$ cat src/rtl/gpio_sw_debounce.sv
// Switch synchroniser, per-bit debouncer and sticky change flags packed for gpio_bi.
// Build option: define SW_DEBOUNCE_IRQ_EN to register irq_o from the change flags.
module gpio_sw_debounce #(
  parameter int NBITS           = 16,
  parameter int DEBOUNCE_CYCLES = 1000000,
  parameter int SYNC_STAGES     = 2
) (
  input  logic             clk_i,
  input  logic             arst_i,
  input  logic [NBITS-1:0] sw_i,
  input  logic [NBITS-1:0] clr_i,
  output logic [NBITS-1:0] sw_db_o,
  output logic [NBITS-1:0] chg_o,
  output logic [31:0]      gpio_o,
  output logic             irq_o
);

  localparam int CW = $clog2(DEBOUNCE_CYCLES + 1);
  localparam logic [CW-1:0] THR = CW'(DEBOUNCE_CYCLES - 1);

  logic [NBITS-1:0] sync_q [SYNC_STAGES];
  logic [NBITS-1:0] sync;
  logic [CW-1:0]    cnt_q  [NBITS];
  logic [CW-1:0]    cnt_d  [NBITS];
  logic [NBITS-1:0] db_q, db_d;
  logic [NBITS-1:0] chg_q, chg_d;
  logic [NBITS-1:0] set;

  always_ff @(posedge clk_i or posedge arst_i) begin
    if (arst_i) begin
      for (int s = 0; s < SYNC_STAGES; s++) sync_q[s] <= '0;
    end else begin
      sync_q[0] <= sw_i;
      for (int s = 1; s < SYNC_STAGES; s++) sync_q[s] <= sync_q[s-1];
    end
  end

  assign sync = sync_q[SYNC_STAGES-1];

  // Any cycle back at the accepted level restarts the count.
  always_comb begin
    db_d = db_q;
    set  = '0;
    for (int i = 0; i < NBITS; i++) begin
      cnt_d[i] = cnt_q[i];
      if (sync[i] == db_q[i]) begin
        cnt_d[i] = '0;
      end else if (cnt_q[i] == THR) begin
        db_d[i]  = sync[i];
        cnt_d[i] = '0;
        set[i]   = 1'b1;
      end else begin
        cnt_d[i] = cnt_q[i] + CW'(1);
      end
    end
    chg_d = (chg_q & ~clr_i) | set;
  end

  always_ff @(posedge clk_i or posedge arst_i) begin
    if (arst_i) begin
      for (int i = 0; i < NBITS; i++) cnt_q[i] <= '0;
      db_q  <= '0;
      chg_q <= '0;
    end else begin
      for (int i = 0; i < NBITS; i++) cnt_q[i] <= cnt_d[i];
      db_q  <= db_d;
      chg_q <= chg_d;
    end
  end

  assign sw_db_o = db_q;
  assign chg_o   = chg_q;

  generate
    if (NBITS == 16) begin : g_pack16
      assign gpio_o = {8'h0, db_q, 8'h0};
    end else begin : g_packn
      assign gpio_o = 32'(db_q) << 8;
    end
  endgenerate

`ifdef SW_DEBOUNCE_IRQ_EN
  logic irq_q;

  always_ff @(posedge clk_i or posedge arst_i) begin
    if (arst_i) irq_q <= 1'b0;
    else        irq_q <= |chg_d;
  end

  assign irq_o = irq_q;
`else
  assign irq_o = 1'b0;
`endif

endmodule
$ cat config.mk
export PLATFORM = sky130hd
export DESIGN_NAME = gpio_sw_debounce
export DESIGN_NICKNAME = d
export VERILOG_FILES = /design/src/rtl/gpio_sw_debounce.sv
export SDC_FILE = /design/constraint.sdc
export NUM_CORES = 1
export LEC_CHECK = 0
export BUFFER_PORTS_ARGS = -buffer_cell sky130_fd_sc_hd__buf_2
export CORE_ASPECT_RATIO = 1.75
export CORE_UTILIZATION = 35
export DETAILED_ROUTE_END_ITERATION = 7
export MAX_ROUTING_LAYER = met4
export PLACE_DENSITY = 0.48
export REMOVE_ABC_BUFFERS = 1
export SYNTH_ARGS = -nofsm -noshare
export SYNTH_HDL_FRONTEND = slang
export SYNTH_SLANG_ARGS = --single-unit
$ cat constraint.sdc
create_clock -name clk_i -period 23 [get_ports clk_i]
set_clock_uncertainty 0.1 [all_clocks]
set_input_delay 2.3 -clock clk_i [delete_from_list [all_inputs] [get_ports clk_i]]
set_output_delay 2.3 -clock clk_i [all_outputs]
set_load 0.02 [all_outputs]
==> results.ini <==
[timing]
setup_viol=0
timing.final.crit_share_pct=17.7
fmax_ghz=0.246
slew_headroom_pct=33.7
period_needed_ps=4070
tns_ps=0
worst_pin_slew_ps=995
hold_viol=0
rsz0062_at_grt=false
slew_viol_final=0

[worst_setup_path]
critPathCaptureType=asynchronous set/reset pin
crit_slowest_cell=buf_4
path_class=in2async
crit_required_ps=23470
crit_path_start_kind=input pin
worstPathMaxFanout=171
critical_path.cell_chain=buf_2 > inv_8 > buf_12 > buf_4
crit_arrival_ps=4540
critPathMaxStageDelay_ps=750

[place]
dp_cells=2587
numPortBuffers=81
place.gp.congestion=0.772
dp_hpwl_um=26000

[grt]
grt_pass1_wl_um=66600
grt_pass1_vias=14100
antenna_found_initial=0
grt_max_degree=172
grt_util_all_layers_pct=15.0
grt-ovfl-total=0

[yosys]
yosysSeqAreaShare_pct=51.8
synth_edf_count=0
synth_top_family_by_area=simple AND/OR/NAND/NOR gates
synthAdderAreaFrac_pct=1.08
synth_cell_types=57
avgSynthCellArea_um2=9.85
async_flop_share_pct=100
synth-simple-area-share_pct=25.0
synth_area_um2=18600
synth_xor_area_share_pct=9.63
syn_inst=1883
synth_ff_type=dfrtp_1
synth_compound_gate_area_share_pct=7.40
yosysWarnings=0
ys_ff_latch=384
synth.area.mux_share_pct=0.991

[pwr]
p_sw_share_pct=21.9
p_seq_share_pct=49.0
p_switching_uw=310
finalPower_mw=1.42
power_density_nw_per_um2=67.8
ir_worst_vdd_uv=48.5
combPwrFrac_pct=3.3
p_int_mw=1.11
power_leakage_nw=8.52
clockPowerShare_pct=47.7

[die]
rows=111
core_um2=52400
die_w_um=176
ios=99
die_h_um=307
start_util_pct=35.4
die_area_um2=54000

[detailed_routing]
finalWirelength_um=38400
drtAntennaViolNets=0
drt_pre_antenna_iters=4
met2_wirelength_um=20800
wl_per_cell_um=14.5
drtIter0Drc=500
highest_layer=met4
via_per_inst=5.17
wl_met1_um=15600
via_count=13700
route.met3.wl_um=1060
drc_errors=0

[clock_tree]
clock_path_buffers=3
holdBufCountCts=0
postCtsSetupBuffers=0
cts_buffers=41
clk_pin_slew_worst_paths_ps=60
cts_resized=0
htreeDepth=2
clock_latency_ps=540
clock_sinks=384
cts_tree=yes
root_buffer=clkbuf_16

[cells_and_area]
area_delta_synth_final_pct=12.7
diodes=0
drive_gt1_share_pct=10.9
nNetsFinal=2002
finalNonFillerCells=2652
final_util_pct=39.9

[hold_path]
min_path_type=reg2reg

[status]
outcome=complete, no violations

[job]
cap_viol_max_count=0

## cell usage in the layout, fill, tap and decap left out, drive strengths merged, types with 60 or more instances in the layout
| master | Yosys | layout |
|---|---|---|
| a21oi | 100 | 100 |
| buf | 46 | 99 |
| dfrtp | 384 | 384 |
| inv | 75 | 75 |
| nand2 | 108 | 108 |
| nand3 | 129 | 129 |
| nand4 | 61 | 61 |
| nor2 | 240 | 240 |
| o21ai | 70 | 70 |
| or4 | 60 | 60 |
| xnor2 | 115 | 115 |
| xor2 | 89 | 89 |
## power by group through the flow
stage          Clock (mW)  Sequential (mW)  Combinational (mW)
2_1_floorplan           0            0.705              0.0316
3_3_place_gp            0            0.707              0.0481
3_5_place_dp            0            0.707              0.0486
4_1_cts             0.706            0.695              0.0488
5_1_grt             0.727            0.696              0.0550
6_report            0.676            0.695              0.0464
## kinds of logic after synthesis
kind of cell,count (synthesis)
flops,384
compound gates,233
other cells,1
xor+xnor,204
buf+inv,164
simple gates,865
fa+ha+maj,16
mux,16
## worst paths after layout
path,end,depth (start not counted),startpoint,slack [ps]
worst max-delay path,cnt_q[207]$_DFF_PP0_,4,arst_i,18930
worst min-delay path,sync[11]$_DFF_PP0_,0,sync_q[27]$_DFF_PP0_,240
worst max register to register,cnt_q[234]$_DFF_PP0_,5,cnt_q[228]$_DFF_PP0_,20240
worst min register to register,sync[11]$_DFF_PP0_,0,sync_q[27]$_DFF_PP0_,240
max in group clk_i,sw_db_o[7],1,sw_db_o[7]$_DFFE_PP0P_,19450
min in group asynchronous,sync_q[24]$_DFF_PP0_,2,arst_i,1800
## worst max-delay path: cells and delay by family
| kind | cells | cell delay, ps |
|---|---|---|
| buffers and inverters | 4 | 2060 |
## through the flow
stage	cell area (um^2)	hold WS [ps]	setup slack, ps
4_1_cts	20900	248	18750
2_1_floorplan	18100	231	9930
3_3_place_gp	19600	232	18180
6_report	20900	244	18930
5_1_grt	20900	258	18420
3_5_place_dp	19600	235	18190
## final cells by class
cell class / instances / area, um^2
clock buffers: 57 / 1180
clock inverters: 8 / 169
fillers: 5131 / 31400
inverters: 75 / 289
multi-input cells: 1351 / 8270
flip-flops and latches: 384 / 9610
well taps: 678 / 848
repair buffers: 99 / 553
## routing by layer
metal	track usage [%]	vias to the layer above
li1	-	6743
met1	16.2	6772
met2	28.1	155
met3	1.87	54
met4	4.79	0
met5	-	-
## synth_stat cells (10+ instances only)
cell	number	area, um^2
a21oi_1	99	495
buf_2	10	50.1
ha_1	16	200
and3_1	33	206
mux2_2	15	169
nor4_1	42	263
nor3_1	45	225
or4_1	59	443
nand2_1	108	405
inv_1	75	282
clkbuf_1	41	154
buf_4	36	270
nand4_1	60	375
xnor2_1	115	1010
and4_1	16	140
or3_1	56	350
dfrtp_1	384	9610
o21ai_0	65	325
nand3_1	124	621
a22o_1	15	131
xor2_1	89	780
nor2_1	240	901
o31ai_1	37	278
## state kept, by name (all words and copies together), names as in the netlist
signal,cells
chg_o,16
cnt_q,320
sw_db_o,16
sync,16
sync_q,16
Note: power is estimated with default switching activity, not from simulation.
